--- config.mk ---
export PLATFORM = sky130hd
export DESIGN_NAME = rx_initiated_point_test_rx
export DESIGN_NICKNAME = d
export VERILOG_FILES = /design/src/rtl/point_test_pkg.sv /design/src/rtl/pt_settle_counter.sv /design/src/rtl/rx_initiated_point_test_rx.sv
export SDC_FILE = /design/constraint.sdc
export NUM_CORES = 1
export LEC_CHECK = 0
export BUFFER_PORTS_ARGS = -buffer_cell sky130_fd_sc_hd__buf_2
export CORE_ASPECT_RATIO = 1.75
export CORE_MARGIN = 4
export CORE_UTILIZATION = 30
export CTS_BUF_LIST = sky130_fd_sc_hd__clkbuf_8
export DETAILED_ROUTE_END_ITERATION = 16
export GPL_TIMING_DRIVEN = 1
export SLEW_MARGIN = 10
export SYNTH_ARGS = -nofsm -noshare
export SYNTH_HDL_FRONTEND = slang
export SYNTH_SLANG_ARGS = --single-unit
--- constraint.sdc ---
create_clock -name i_clk -period 4.44 [get_ports i_clk]
set_input_delay 0.666 -clock i_clk [delete_from_list [all_inputs] [get_ports i_clk]]
set_output_delay 0.666 -clock i_clk [all_outputs]
set_load 0.01 [all_outputs]
--- src/rtl/point_test_pkg.sv ---
// Definitions shared by the RX- and TX-side point-test FSMs: sideband message IDs,
// comparator/generator codewords and the point-test state encoding.
package point_test_pkg;

    localparam int unsigned SB_START_REQ       = 1;
    localparam int unsigned SB_START_RESP      = 2;
    localparam int unsigned SB_LFSR_CLR_REQ    = 3;
    localparam int unsigned SB_LFSR_CLR_RESP   = 4;
    localparam int unsigned SB_COUNT_DONE_REQ  = 5;
    localparam int unsigned SB_COUNT_DONE_RESP = 6;
    localparam int unsigned SB_END_REQ         = 7;
    localparam int unsigned SB_END_RESP        = 8;

    localparam logic [1:0] CW_IDLE   = 2'b00;
    localparam logic [1:0] CW_CLEAR  = 2'b01;
    localparam logic [1:0] CW_ACTIVE = 2'b10;

    typedef enum logic [3:0] {
        ST_IDLE          = 4'd0,
        ST_WAIT_START    = 4'd1,
        ST_WAIT_LFSR_CLR = 4'd2,
        ST_COMPARE       = 4'd3,
        ST_SETTLE        = 4'd4,
        ST_WAIT_END      = 4'd5,
        ST_FINISHED      = 4'd6
    } pt_state_e;

endpackage

--- src/rtl/pt_settle_counter.sv ---
// Loadable 4-bit down-counter with a zero flag; stops at zero rather than wrapping.
module pt_settle_counter (
    input  logic       i_clk,
    input  logic       i_rst_n,
    input  logic       i_load,
    input  logic [3:0] i_load_val,
    input  logic       i_dec,
    output logic       o_zero
);

    logic [3:0] count_q, count_d;

    always_comb begin
        count_d = count_q;
        if (i_load) begin
            count_d = i_load_val;
        end else if (i_dec && (count_q != 4'd0)) begin
            count_d = count_q - 4'd1;
        end
    end

    always_ff @(posedge i_clk or negedge i_rst_n) begin
        if (!i_rst_n) begin
            count_q <= 4'd0;
        end else begin
            count_q <= count_d;
        end
    end

    assign o_zero = (count_q == 4'd0);

endmodule

--- src/rtl/rx_initiated_point_test_rx.sv ---
// Responder FSM for the RX-initiated data-to-clock point test: answers the partner's
// sideband requests, sequences the pattern comparator and latches per-lane results.
module rx_initiated_point_test_rx
    import point_test_pkg::*;
#(
    parameter int SB_MSG_WIDTH   = 4,
    parameter int NUM_LANES      = 16,
    parameter int RESULT_LATENCY = 2
) (
    input  logic                    i_clk,
    input  logic                    i_rst_n,
    input  logic                    i_rx_d2c_pt_en,
    input  logic                    i_datavref_or_valvref,
    input  logic                    i_falling_edge_busy,
    input  logic                    i_rx_msg_valid,
    input  logic [SB_MSG_WIDTH-1:0] i_decoded_SB_msg,
    input  logic                    i_sb_burst_count,
    input  logic                    i_sb_comparison_mode,
    input  logic [NUM_LANES-1:0]    i_per_lane_error,
    input  logic                    i_valid_lane_error,
    output logic [SB_MSG_WIDTH-1:0] o_encoded_SB_msg_rx,
    output logic                    o_valid_rx,
    output logic [1:0]              o_comparator_cw,
    output logic                    o_val_compare_en,
    output logic                    o_burst_count_cfg,
    output logic                    o_comparison_mode_cfg,
    output logic [NUM_LANES-1:0]    o_lane_result,
    output logic                    o_rx_d2c_pt_done_rx
);

    localparam logic [SB_MSG_WIDTH-1:0] ID_START_REQ   = SB_MSG_WIDTH'(SB_START_REQ);
    localparam logic [SB_MSG_WIDTH-1:0] ID_START_RESP  = SB_MSG_WIDTH'(SB_START_RESP);
    localparam logic [SB_MSG_WIDTH-1:0] ID_LFSR_REQ    = SB_MSG_WIDTH'(SB_LFSR_CLR_REQ);
    localparam logic [SB_MSG_WIDTH-1:0] ID_LFSR_RESP   = SB_MSG_WIDTH'(SB_LFSR_CLR_RESP);
    localparam logic [SB_MSG_WIDTH-1:0] ID_COUNT_REQ   = SB_MSG_WIDTH'(SB_COUNT_DONE_REQ);
    localparam logic [SB_MSG_WIDTH-1:0] ID_COUNT_RESP  = SB_MSG_WIDTH'(SB_COUNT_DONE_RESP);
    localparam logic [SB_MSG_WIDTH-1:0] ID_END_REQ     = SB_MSG_WIDTH'(SB_END_REQ);
    localparam logic [SB_MSG_WIDTH-1:0] ID_END_RESP    = SB_MSG_WIDTH'(SB_END_RESP);
    localparam logic [3:0]              SETTLE_LOAD    = 4'(RESULT_LATENCY - 1);

    pt_state_e                state_q, state_d;
    logic [SB_MSG_WIDTH-1:0]  msg_q, msg_d;
    logic                     valid_q, valid_d;
    logic [1:0]               cw_q, cw_d;
    logic                     val_en_q, val_en_d;
    logic                     burst_q, burst_d;
    logic                     mode_q, mode_d;
    logic [NUM_LANES-1:0]     lane_q, lane_d;
    logic                     done_q, done_d;
    logic                     cnt_load, cnt_dec, cnt_zero;
    logic                     issue;
    logic [SB_MSG_WIDTH-1:0]  issue_id;
    logic                     msg_gone;

    pt_settle_counter u_settle_counter (
        .i_clk      (i_clk),
        .i_rst_n    (i_rst_n),
        .i_load     (cnt_load),
        .i_load_val (SETTLE_LOAD),
        .i_dec      (cnt_dec),
        .o_zero     (cnt_zero)
    );

    function automatic logic is_req(input logic vld, input logic [SB_MSG_WIDTH-1:0] msg,
                                    input logic [SB_MSG_WIDTH-1:0] id);
        return vld && (msg == id);
    endfunction

    assign msg_gone = i_falling_edge_busy && valid_q;

    always_comb begin
        state_d  = state_q;
        msg_d    = msg_q;
        valid_d  = valid_q;
        cw_d     = cw_q;
        val_en_d = val_en_q;
        burst_d  = burst_q;
        mode_d   = mode_q;
        lane_d   = lane_q;
        done_d   = done_q;
        cnt_load = 1'b0;
        cnt_dec  = 1'b0;
        issue    = 1'b0;
        issue_id = '0;

        if (msg_gone) valid_d = 1'b0;

        case (state_q)
            ST_IDLE, ST_WAIT_START: begin
                if (i_rx_d2c_pt_en) begin
                    state_d = ST_WAIT_START;
                    if (is_req(i_rx_msg_valid, i_decoded_SB_msg, ID_START_REQ)) begin
                        burst_d  = i_sb_burst_count;
                        mode_d   = i_sb_comparison_mode;
                        issue    = 1'b1;
                        issue_id = ID_START_RESP;
                        state_d  = ST_WAIT_LFSR_CLR;
                    end
                end
            end
            ST_WAIT_LFSR_CLR: begin
                if (is_req(i_rx_msg_valid, i_decoded_SB_msg, ID_LFSR_REQ)) begin
                    if (i_datavref_or_valvref) val_en_d = 1'b1;
                    else                       cw_d     = CW_CLEAR;
                    issue    = 1'b1;
                    issue_id = ID_LFSR_RESP;
                    state_d  = ST_COMPARE;
                end
            end
            ST_COMPARE: begin
                if (is_req(i_rx_msg_valid, i_decoded_SB_msg, ID_COUNT_REQ)) begin
                    cw_d     = CW_IDLE;
                    val_en_d = 1'b0;
                    cnt_load = 1'b1;
                    state_d  = ST_SETTLE;
                end else if (cw_q == CW_CLEAR) begin
                    cw_d = CW_ACTIVE;
                end
            end
            ST_SETTLE: begin
                if (cnt_zero) begin
                    if (i_datavref_or_valvref) begin
                        lane_d    = '0;
                        lane_d[0] = ~i_valid_lane_error;
                    end else if (mode_q) begin
                        lane_d = {NUM_LANES{~|i_per_lane_error}};
                    end else begin
                        lane_d = ~i_per_lane_error;
                    end
                    issue    = 1'b1;
                    issue_id = ID_COUNT_RESP;
                    state_d  = ST_WAIT_END;
                end else begin
                    cnt_dec = 1'b1;
                end
            end
            ST_WAIT_END: begin
                if (is_req(i_rx_msg_valid, i_decoded_SB_msg, ID_END_REQ)) begin
                    issue    = 1'b1;
                    issue_id = ID_END_RESP;
                    state_d  = ST_FINISHED;
                end
            end
            ST_FINISHED: begin
                if (msg_gone) done_d = 1'b1;
            end
            default: state_d = ST_IDLE;
        endcase

        if (issue) begin
            valid_d = 1'b1;
            msg_d   = issue_id;
        end

        // Dropping enable aborts from any state and clears every output.
        if (!i_rx_d2c_pt_en) begin
            state_d  = ST_IDLE;
            msg_d    = '0;
            valid_d  = 1'b0;
            cw_d     = CW_IDLE;
            val_en_d = 1'b0;
            burst_d  = 1'b0;
            mode_d   = 1'b0;
            lane_d   = '0;
            done_d   = 1'b0;
        end
    end

    always_ff @(posedge i_clk or negedge i_rst_n) begin
        if (!i_rst_n) begin
            state_q  <= ST_IDLE;
            msg_q    <= '0;
            valid_q  <= 1'b0;
            cw_q     <= CW_IDLE;
            val_en_q <= 1'b0;
            burst_q  <= 1'b0;
            mode_q   <= 1'b0;
            lane_q   <= '0;
            done_q   <= 1'b0;
        end else begin
            state_q  <= state_d;
            msg_q    <= msg_d;
            valid_q  <= valid_d;
            cw_q     <= cw_d;
            val_en_q <= val_en_d;
            burst_q  <= burst_d;
            mode_q   <= mode_d;
            lane_q   <= lane_d;
            done_q   <= done_d;
        end
    end

    assign o_encoded_SB_msg_rx   = msg_q;
    assign o_valid_rx            = valid_q;
    assign o_comparator_cw       = cw_q;
    assign o_val_compare_en      = val_en_q;
    assign o_burst_count_cfg     = burst_q;
    assign o_comparison_mode_cfg = mode_q;
    assign o_lane_result         = lane_q;
    assign o_rx_d2c_pt_done_rx   = done_q;

endmodule

==> results summary, run 1 <==
The initial antenna violation count was 0. Setup repair after global routing left no endpoint under its margin. Clock-pin slew was measured on the worst setup and hold paths at approximately 0.070 ns. The global-route total usage across every layer is 12.7%. The worst-case clock buffer depth is 2. Entering global routing, the biggest net connects 34 pins.

The Yosys step of the flow raised 0 warnings. The number of primary I/O pins came out at 56. The endpoint required time on the critical path came out at 4.65 ns. The area fraction of the dominant cell type after synthesis came out at 45.7%. The post-detailed-route via-to-cell ratio came out at 5.28. The distinct cell type count of the synthesized netlist came out at 56. The last weighted congestion value of the routability-driven placer is 0.822. The number of cells on the worst reg-to-reg path is 4. The first detailed-routing pass ran for 4 iterations. Timing would allow up to 0.459 GHz. The design draws roughly 670 µW. The post-placement cell area came out at 2100 µm². The x dimension of the die is about 67 µm. The count of maximum capacitance violations is 0. The count of buffers from port buffering is 54. The root buffer cell chosen for the clock tree is sky130_fd_sc_hd__clkbuf_8. Of all cell types, the one taking the most synthesized area is sky130_fd_sc_hd__dfrtp_1. STA classifies the critical path startpoint as an input pin. The via count of the first global-routing pass came out at 1630. The transition time at the pin with the least slew margin came out at roughly 0.87 ns.

The share of the yosys chip area belonging to registers is 45.7%. The number of buffers inserted during clock tree synthesis came out at 5. The finished layout cell area is 2210 µm².

In this run the worst setup path terminates at o_lane_result[7]. The clock sink count came out at 33. The run finished with clean final reports. After layout, the worst path uses around half of the clock period. The detailed router finished its first iteration with 64 violations. The ratio of cells with drive above 1 in the final layout came out at 30.7%. The count of inserted antenna diode cells is 0. The total core area came out at 5880 µm². The worst slew slack as a fraction of its limit is around two fifths. The number of instances resized during post-cts repair is 0. Global routing finished with a remaining overflow of 0. The routed design has about 4500 µm of wire. The share of flip-flops with an asynchronous set or reset is 100%. The top cell types in the final layout, fill and taps aside, are sky130_fd_sc_hd__buf_2, sky130_fd_sc_hd__dfrtp_1, sky130_fd_sc_hd__nand2_1. The number of pins exceeding their max-slew limit in the final report came out at 0. The worst setup path is of the in2reg kind.

Setup slack on the worst reg-to-reg path comes out at 2.41 ns. The count of final hold-check violations came out at 0. The peak ir drop on the vdd network is between 0.1 and 0.15 mV. The number of nets in the synthesized netlist is 208. The HPWL reported at the end of detailed placement came out at 3490 µm. The post-layout minimum cycle time is approximately 2.2 ns. The gate count of the mapped netlist is 177. The CTS tree is built. The total negative setup slack came out at 0 ns. The number of setup buffers added after CTS is 0.

The worst hold path belongs to the class in2async. After detailed routing, the number of remaining DRC violations is 0. The netlist area before placement came out at approximately 1800 µm². The most critical setup path has its startpoint at i_per_lane_error[3]. The terminus of the critical flop-to-flop path is o_lane_result[7]. After floorplanning, the core was divided into 37 placement rows. STA classifies the critical path endpoint as a flip-flop.

The area growth from synthesis to layout is 22.4%. Power spread over the standard cell area amounts to 301 nW/µm². The wire length of the first global-routing pass came out at 7330 µm. The setup-violating endpoint count in the final report is 0. The final layout net count is 258. The data arrival time at the worst-slack endpoint came out at 2.39 ns. The clock latency of the later-clocked register in the worst-skew pair is 0.28 ns. For this run, the leading register cell type out of synthesis is sky130_fd_sc_hd__dfrtp_1.

The number of enable-type register cells in the synthesized netlist came out at 0. From bottom edge to top edge, the die measures 111 µm. The leakage power came out at about 1.1 nW.

The commonest non-fill, non-tap cell in the layout is sky130_fd_sc_hd__buf_2. The synthesized design contains 33 register bits. After synthesis, the cell types taking the most area are sky130_fd_sc_hd__dfrtp_1, sky130_fd_sc_hd__a32o_1, sky130_fd_sc_hd__nand2_1, sky130_fd_sc_hd__buf_6, sky130_fd_sc_hd__nor2_1.

For this block, the via count after detailed routing is about 1600. The depth of the CTS H-tree came out at 2. Dividing the synthesized area by the synthesized cell count gives 10.2 µm². The initial cell density of the core is 30.7%. In the final routed layout, each cell accounts on average for 14.8 µm. Of all nets on the critical path, the largest fanout is 15. The die area came out at 7380 µm². The clock tree skew after final layout came out at roughly 0.0075 ns. The beginning of the worst register-to-register path is state_q[0]. The number of hold buffers added after CTS came out at 0. The detail route stage leaves a number of antenna-violating nets equal to 0.
==> worst max-delay path, stage by stage <==
cell                      delay [ns]
sky130_fd_sc_hd__buf_2          0.11
sky130_fd_sc_hd__nor4_1         0.42
sky130_fd_sc_hd__a41oi_1        0.21
sky130_fd_sc_hd__nor3_2         0.69
sky130_fd_sc_hd__a32o_1         0.29
==> power by group <==
group | leakage (nW) | internal, mW | switching [mW] | total, mW
Sequential | 0.437 | 0.306 | 0.0102 | 0.316
Combinational | 0.598 | 0.0256 | 0.0361 | 0.0617
Clock | 0.0626 | 0.181 | 0.107 | 0.288
Total | 1.10 | 0.512 | 0.154 | 0.665
==> logic make-up after synthesis <==
logic type               synth area share (%)
AO/OA/AOI/OAI                            21.1
AND/OR/NAND/NOR                          23.7
buffers and inverters                    5.40
other                                   0.208
XOR/XNOR                                 1.45
adder cells (fa/ha/maj)                  1.38
flip-flops                               45.7
multiplexers                             1.11
==> flip-flops by register name, indices dropped and copies added, names as in the netlist <==
signal and count:
o_encoded_SB_msg_rx 3, o_lane_result 16, u_settle_counter.count_q 4, o_comparator_cw 2, o_burst_count_cfg 1, state_q 3, o_rx_d2c_pt_done_rx 1, o_valid_rx 1
o_comparison_mode_cfg 1, o_val_compare_en 1
==> final cells by class <==
class / count / area (µm²)
Clock buffer: 6 / 82.6
Clock inverter: 2 / 33.8
Fill cell: 602 / 3670
Inverter: 5 / 18.8
Multi-Input combinational cell: 128 / 883
Sequential cell: 33 / 826
Tap cell: 78 / 97.6
Timing Repair Buffer: 54 / 270
==> per-layer routing <==
layer,global-route usage [%],wire length [µm],up-vias
li1,-,-,772
met1,12.5,1650,747
met2,23.7,2400,83
met3,2.43,334,13
met4,6.65,133,0
met5,0,0,-
==> through the flow <==
step / hold slack [ns] / utilization, % / setup WS, ns / cells
2_1_floorplan: 0.370 / - / 2.45 / 177
3_3_place_gp: 0.471 / 35.6 / 1.93 / 298
3_5_place_dp: 0.476 / 35.6 / 1.98 / 298
4_1_cts: 0.470 / 37.6 / 2.28 / 306
5_1_grt: 0.499 / 37.6 / 2.18 / 306
6_report: 0.454 / 37.6 / 2.26 / 306
==> Yosys cell counts, types with 2 or more instances <==
master	number
sky130_fd_sc_hd__a211oi_1	2
sky130_fd_sc_hd__a21oi_1	7
sky130_fd_sc_hd__a32o_1	16
sky130_fd_sc_hd__and3b_1	2
sky130_fd_sc_hd__buf_2	3
sky130_fd_sc_hd__buf_6	4
sky130_fd_sc_hd__clkbuf_1	3
sky130_fd_sc_hd__dfrtp_1	33
sky130_fd_sc_hd__ha_1	2
sky130_fd_sc_hd__inv_1	3
sky130_fd_sc_hd__inv_2	2
sky130_fd_sc_hd__mux2i_1	2
sky130_fd_sc_hd__nand2_1	22
sky130_fd_sc_hd__nand2b_1	3
sky130_fd_sc_hd__nand3_1	2
sky130_fd_sc_hd__nand3b_1	3
sky130_fd_sc_hd__nor2_1	12
sky130_fd_sc_hd__nor2b_1	3
sky130_fd_sc_hd__nor3_1	3
sky130_fd_sc_hd__nor4_1	5
sky130_fd_sc_hd__o211ai_1	3
sky130_fd_sc_hd__o21a_1	2
sky130_fd_sc_hd__o21ai_1	2
sky130_fd_sc_hd__o31a_1	2
sky130_fd_sc_hd__or3_1	3
sky130_fd_sc_hd__xnor2_1	3
==> worst min-delay path by stage <==
stage                                  from                     endpoint  depth (start not counted)
after floorplan                     i_rst_n            o_burst_count_cfg                          0
after global placement     o_lane_result[5]             o_lane_result[5]                          1
after detailed placement  o_lane_result[10]            o_lane_result[10]                          1
after CTS                           i_rst_n  u_settle_counter.count_q[3]                          1
after global routing      o_lane_result[10]            o_lane_result[10]                          1
final                               i_rst_n  u_settle_counter.count_q[3]                          1
Note: power is estimated with default switching activity, not from simulation.
==> inputs of run 2 (changes only) <==
==> constraint.sdc (replaced) <==
create_clock -name i_clk -period 2.2 [get_ports i_clk]
set_input_delay 0.33 -clock i_clk [delete_from_list [all_inputs] [get_ports i_clk]]
set_output_delay 0.33 -clock i_clk [all_outputs]
set_load 0.01 [all_outputs]
==> results summary, run 2 (synthesis gave the netlist of run 1 again) <==
The post-route antenna net violation count is 0 (unchanged). The clock latency of the later-clocked register in the worst-skew pair is 0.28 ns (about the same). After layout, the worst path uses 85.3% of the clock period.

The initial antenna violation count came to 0 (unchanged). The growth of design area from synthesis to finish came out at 24.5%. The classification of the worst-slack hold path is in2async.

The number of primary I/O pins is 56 (unchanged). The post-layout minimum cycle time came out at 1.88 ns. The post-detailed-route wirelength per cell was 15.1 µm (+2.3%).

The sort of element at the start of the critical path is a flip-flop. The number of buffers inserted during clock tree synthesis came out at 5 (unchanged). The detailed-route via count came to 1620 (+0.31%). The count of final hold-check violations is 0 (unchanged). By startpoint and endpoint, the worst setup path is classified as reg2reg. The HPWL reported at the end of detailed placement is 3650 µm (+4.6%).

The setup-violating endpoint count in the final report is 0 (unchanged). The worst slew slack as a fraction of its limit came to 50.1% (+8.3 points). The pin count of the biggest net entering global routing came out at 34 (unchanged). The site row count came out at 37 (unchanged).

The total core area was 5880 µm² (unchanged). The leakage power is 1.12 nW (+2.3%). The floorplan die height is 111 µm (unchanged).

The data arrival time at the worst-slack endpoint was 2.05 ns (-0.34 ns). The count of inserted antenna diode cells is 0 (unchanged). The total congestion overflow came out at 0 (unchanged).

The number of hold buffers added after CTS came out at 0 (unchanged). The count of TritonRoute iterations in the first routing pass is 4 (unchanged). The top achievable clock speed came out at 0.533 GHz. The maximum fanout count along the critical path came to 10 (-5). The total length of routed wires is 4700 µm (+4.0%). The total negative setup slack is 0 ns (unchanged).

The transition time at the pin with the least slew margin was 0.749 ns (-0.119 ns). The die area came to 7380 µm² (unchanged). The initial cell density of the core is 30.7% (unchanged). The final layout net count is 263 (+1.9%). The post-CTS setup repair buffer count came out at 0 (unchanged). The post-detailed-route via-to-cell ratio came out at 5.21 (-1.3%).

In this run the clock root is driven by a sky130_fd_sc_hd__clkbuf_8. The finished layout cell area came out at 2250 µm² (+1.7%). The library cells used most frequently in the layout, excluding fill and tap cells, are sky130_fd_sc_hd__buf_2, sky130_fd_sc_hd__dfrtp_1, sky130_fd_sc_hd__nand2_1. The post-layout total power is 1.36 mW (+100%). The last weighted congestion value of the routability-driven placer is 0.854 (+3.9%). The count of unresolved DRC violations after routing is 0 (unchanged). The first-iteration detailed-routing DRC count came out at 52 (-19%). The depth of the CTS H-tree came out at 2 (unchanged). The endpoint class of the critical path is a flip-flop.

The run finished with clean final reports. The post-placement cell area came to 2130 µm² (+1.8%). The x dimension of the die is 66.7 µm (unchanged). The peak ir drop on the vdd network is 0.219 mV (+87%).

The endpoint required time on the critical path came out at 2.37 ns (-2.28 ns). The flip-flop count of the largest register, all copies and words added is 16 (unchanged). The via count of the first global-routing pass came out at 1634 (+0.25%). The clock tree skew after final layout came out at 0.00806 ns (+0.000544 ns). The clock input transition at the sequential cells of the worst setup and hold paths is 0.07 ns (about the same). The commonest non-fill, non-tap cell in the layout is sky130_fd_sc_hd__buf_2. The wire length of the first global-routing pass came out at 7450 µm (+1.7%).

The count of buffers from port buffering came to 54 (unchanged). The power per cell area is 604 nW/µm² (+100%). The pre-CTS setup slack is 0.323 ns (-1.65 ns).

The number of instances resized during post-cts repair is 0 (unchanged). The count of maximum capacitance violations is 0 (unchanged). The clock sink count came out at 33 (unchanged). The final-layout fill cell count is 597 (-0.83%). The number of pins exceeding their max-slew limit in the final report came to 0 (unchanged).

The ratio of cells with drive above 1 in the final layout was 32.2% (+1.5 points). TritonCTS built the clock tree. The worst-case clock buffer depth is 2 (unchanged). The final worst slack is 0.322 ns (-1.94 ns).

Setup repair after global routing left no endpoint under its margin. The global-route total usage across every layer came out at 13.1% (+0.34 points).
## run 2: cell count changes in the layout (fill, tap and decap cells not counted)
cell	delta
sky130_fd_sc_hd__buf_4	+5
## run 2: per-stage QoR
step | utilization, % | hold WS, ns | instances
3_5_place_dp | 36.3 | 0.452 | 303
2_1_floorplan | - | 0.0344 | 177
6_report | 38.3 | 0.105 | 311
3_3_place_gp | 36.3 | 0.442 | 303
5_1_grt | 38.3 | 0.188 | 311
4_1_cts | 38.3 | 0.135 | 311
## run 2: final timing paths
check / startpoint / to / slack, ns / cells past startpoint
min reg2reg: o_lane_result[1] / o_lane_result[1] / 0.49 / 1
max reg2reg: u_settle_counter.count_q[0] / o_lane_result[0] / 0.32 / 7
max: u_settle_counter.count_q[0] / o_lane_result[0] / 0.32 / 7
min: i_rst_n / o_lane_result[15] / 0.11 / 1
max in group asynchronous: i_rst_n / o_lane_result[9] / 1.60 / 1
min in group i_clk: i_sb_comparison_mode / o_comparison_mode_cfg / 0.29 / 3
## run 2: report_power, final
group          switching, mW  total, mW  internal (mW)
Combinational         0.0875      0.145         0.0576
Sequential           0.00900      0.626          0.617
Clock                  0.222      0.587          0.365
Total                  0.319       1.36           1.04
## run 2: worst max-delay path, stage by stage, from the launching register on
cell                      delay [ns]
sky130_fd_sc_hd__dfrtp_1        0.40
sky130_fd_sc_hd__inv_1          0.09
sky130_fd_sc_hd__ha_1           0.15
sky130_fd_sc_hd__or4b_4         0.51
sky130_fd_sc_hd__nor2_8         0.19
sky130_fd_sc_hd__buf_4          0.19
sky130_fd_sc_hd__a21oi_1        0.07
sky130_fd_sc_hd__o32a_1         0.16
## run 2: metal layers
layer | wire length, µm | global-route usage (%) | share of wire (%)
met2 | 2530 | 23.3 | 54
met5 | 0 | 0 | 0
met4 | 157 | 7.06 | 3.3
met3 | 323 | 3.25 | 6.9
met1 | 1690 | 13.3 | 36
## run 2: final cells by class
type | instances | area, µm² | share of cell area [%]
Timing Repair Buffer | 59 | 308 | 13.7
Inverter | 5 | 18.8 | 0.834
Sequential cell | 33 | 826 | 36.7
Clock buffer | 6 | 82.6 | 3.67
Tap cell | 78 | 97.6 | 4.34
Multi-Input combinational cell | 128 | 883 | 39.3
Clock inverter | 2 | 33.8 | 1.50
==> inputs of run 3 (changes only) <==
--- a/config.mk
+++ b/config.mk
@@ -8,10 +8,10 @@
 export BUFFER_PORTS_ARGS = -buffer_cell sky130_fd_sc_hd__buf_2
 export CORE_ASPECT_RATIO = 1.75
 export CORE_MARGIN = 4
-export CORE_UTILIZATION = 30
+export CORE_UTILIZATION = 40
 export CTS_BUF_LIST = sky130_fd_sc_hd__clkbuf_8
 export DETAILED_ROUTE_END_ITERATION = 16
-export GPL_TIMING_DRIVEN = 1
+export GPL_TIMING_DRIVEN = 0
 export SLEW_MARGIN = 10
 export SYNTH_ARGS = -nofsm -noshare
 export SYNTH_HDL_FRONTEND = slang
==> results summary, run 3 (synthesis gave the netlist of run 1 again) <==
The run finished with clean final reports. The ratio of cells with drive above 1 in the final layout came to 32.4% (+0.16 points). The top achievable clock speed is 0.498 GHz (-6.5%). The power per cell area is 553 nW/µm² (-8.3%). The initial antenna violation count is 0 (unchanged). The via count of the first global-routing pass is 1666 (+2.0%). The global-route total usage across every layer came out at 17.3% (+4.3 points). The endpoint class of the critical path is a flip-flop. The post-layout minimum cycle time is 2.01 ns (+0.131 ns). The post-CTS setup repair buffer count came out at 0 (unchanged). The ratio of final minimum period to clock period is 91.3% (+6.0 points).

The initial cell density of the core came out at 41.0% (+10 points). The share of total power in the clock network is 36.8% (-6.4 points). Compared with the post-synthesis result, the final layout area differs by 23.3%. The final-layout fill cell count is 439 (-26%). The cell with the largest stage delay on the worst path is sky130_fd_sc_hd__or4b_4. The site row count came out at 32 (-14%). In this run the worst setup path begins at u_settle_counter.count_q[0]. The data arrival time at the worst-slack endpoint came to 2.17 ns (+0.12 ns). The area occupied by multi-input gates came out at 883 µm² (unchanged). Setup repair after global routing left no endpoint under its margin. The delay of the slowest critical-path stage came out at 0.53 ns (+0.02 ns). The detailed-route via count is 1646 (+1.6%). The worst slew slack as a fraction of its limit is 51.1% (+1.0 points).

The total core area was 4400 µm² (-25%). The count of buffers from port buffering came out at 54 (unchanged). The depth of the CTS H-tree came to 2 (unchanged). The number of buffers inserted during clock tree synthesis came to 5 (unchanged). The internal power component was 923 µW (-11%).

The count of inserted antenna diode cells is 0 (unchanged). The count of TritonRoute iterations in the first routing pass was 4 (unchanged). Walking the worst path, the cells encountered are inv_1 -> ha_1 -> or4b_4 -> nor2_8 -> nor2_2 -> buf_2 -> a32o_1. The setup-violating endpoint count in the final report is 0 (unchanged). The total negative setup slack is 0 ns (unchanged). The total length of routed wires is 4810 µm (+2.3%).

The first-iteration detailed-routing DRC count is 40 (-23%). The beginning of the worst register-to-register path is u_settle_counter.count_q[0]. The post-placement cell count came out at 282 (-6.9%).

The transition time at the pin with the least slew margin is 0.733 ns (-0.0154 ns). The fraction of power consumed by sequential logic came out at 51.0% (+4.9 points). The number of instances resized during post-cts repair is 0 (unchanged). The clock sink count came out at 33 (unchanged). The post-placement cell area came to 2140 µm² (+0.35%). The post-layout total power came out at 1.23 mW (-9.3%). The CTS tree is built.

The finished layout cell area came out at 2230 µm² (-1.0%). The clock input transition at the sequential cells of the worst setup and hold paths is 0.06 ns (about the same). The endpoint required time on the critical path came out at 2.36 ns (about the same). The library cell used most frequently in the layout, excluding fill and tap cells, is sky130_fd_sc_hd__buf_2.

The logic depth of the worst path, buffers included came out at 7 (unchanged). The HPWL reported at the end of detailed placement is 3730 µm (+2.3%). The worst-case clock buffer depth came out at 2 (unchanged). The min-delay analysis places its worst path in the category in2async.

The leakage power came out at 1.13 nW (+0.74%). The pin count of the biggest net entering global routing came out at 34 (unchanged). The library cells used most frequently in the layout, excluding fill and tap cells, are sky130_fd_sc_hd__buf_2, sky130_fd_sc_hd__dfrtp_1, sky130_fd_sc_hd__nand2_1.

The post-detailed-route wirelength per cell came out at 16.6 µm (+10%). The worst setup path is of the reg2reg kind. The die area came out at 5700 µm² (-23%). The top cell family by delay on the critical path is simple AND/OR/NAND/NOR gates.

The flip-flop count of the largest register, all copies and words added is 16 (unchanged). The switching component of the power was 309 µW (-3.1%). The number of pins exceeding their max-slew limit in the final report is 0 (unchanged). The number of hold buffers added after CTS is 0 (unchanged). The maximum fanout count along the critical path is 10 (unchanged). The last weighted congestion value of the routability-driven placer is 0.848 (-0.71%). The count of maximum capacitance violations came out at 0 (unchanged).

The floorplan die height was 96.9 µm (-12%). The switching power as a share of total power came to 25.1% (+1.6 points). The worst setup path is launched from a flip-flop. The footprint of the flip-flops and latches was 826 µm² (unchanged).

The clock latency of the later-clocked register in the worst-skew pair came out at 0.28 ns (about the same). The number of cells on the worst reg-to-reg path is 7 (unchanged). The wire length of the first global-routing pass is 7720 µm (+3.6%).

The final layout net count came to 269 (+2.3%). The combinational fraction of design power came out at 12.2% (+1.5 points). The root buffer cell is sky130_fd_sc_hd__clkbuf_8.

The count of unresolved DRC violations after routing came out at 0 (unchanged). The number of primary I/O pins came out at 56 (unchanged). The x dimension of the die came out at 58.8 µm (-12%).

The count of final hold-check violations was 0 (unchanged). The post-detailed-route via-to-cell ratio was 5.70 (+9.3%). The clock tree skew after final layout came out at 0.00712 ns (-0.000938 ns).

The post-route antenna net violation count came out at 0 (unchanged). The critical path buffer and inverter count is 2 (unchanged). The final standard cell count with taps included and fillers excluded was 289 (-7.1%).

The peak ir drop on the vdd network came out at 0.366 mV (+67%). The total congestion overflow is 0 (unchanged). The final worst hold slack came out at 0.114 ns (+0.00898 ns).
==> run 3: cell count changes in the layout (fill, tap and decap cells not counted), sizes merged <==
cell	previous run	this run
bufinv	1	0
buf	59	62
clkbuf	6	9
==> run 3: layer usage <==
layer | vias up | global-route usage, % | wire [µm]
met5 | - | 0 | 0
met4 | 0 | 7.50 | 130
met3 | 8 | 2.94 | 259
met2 | 61 | 31.4 | 2630
met1 | 791 | 18.7 | 1790
li1 | 786 | - | -
==> run 3: metrics by stage <==
step / utilization, % / setup slack [ns]
3_5_place_dp: 48.6 / 0.203
4_1_cts: 50.6 / 0.175
6_report: 50.6 / 0.191
3_3_place_gp: 48.6 / 0.202
5_1_grt: 50.6 / 0.0483
2_1_floorplan: - / 0.391
==> run 3: path summary, 6_finish.rpt <==
| check | slack, ns | end |
|---|---|---|
| max | 0.19 | o_lane_result[9] |
| max reg2reg | 0.19 | o_lane_result[9] |
| min | 0.11 | o_comparator_cw[0] |
| min in group i_clk | 0.29 | o_comparison_mode_cfg |
| max in group asynchronous | 1.62 | o_lane_result[11] |
| min reg2reg | 0.49 | o_lane_result[2] |
==> run 3: power by group through the flow <==
stage	registers [mW]	logic (mW)	clock network, mW
after global routing	0.631	0.166	0.485
after floorplan	0.639	0.0783	0
final	0.629	0.150	0.453
after CTS	0.629	0.151	0.470
after global placement	0.640	0.150	0
after detailed placement	0.640	0.151	0
==> run 3: final cells by class <==
type | count | share of cell area (%)
flip-flops and latches | 33 | 37.1
plain buffers | 11 | 3.54
repair buffers | 54 | 12.1
clock buffers | 6 | 3.71
multi-input cells | 128 | 39.7
clock inverters | 1 | 0.169
inverters | 5 | 0.843
well taps | 51 | 2.87
==> run 3: worst register-to-register path, cell delays in order, from the launching register on <==
cell and delay, ns:
sky130_fd_sc_hd__dfrtp_1 0.41, sky130_fd_sc_hd__inv_1 0.09, sky130_fd_sc_hd__ha_1 0.17, sky130_fd_sc_hd__or4b_4 0.53, sky130_fd_sc_hd__nor2_8 0.20, sky130_fd_sc_hd__nor2_2 0.09, sky130_fd_sc_hd__buf_2 0.19, sky130_fd_sc_hd__a32o_1 0.22
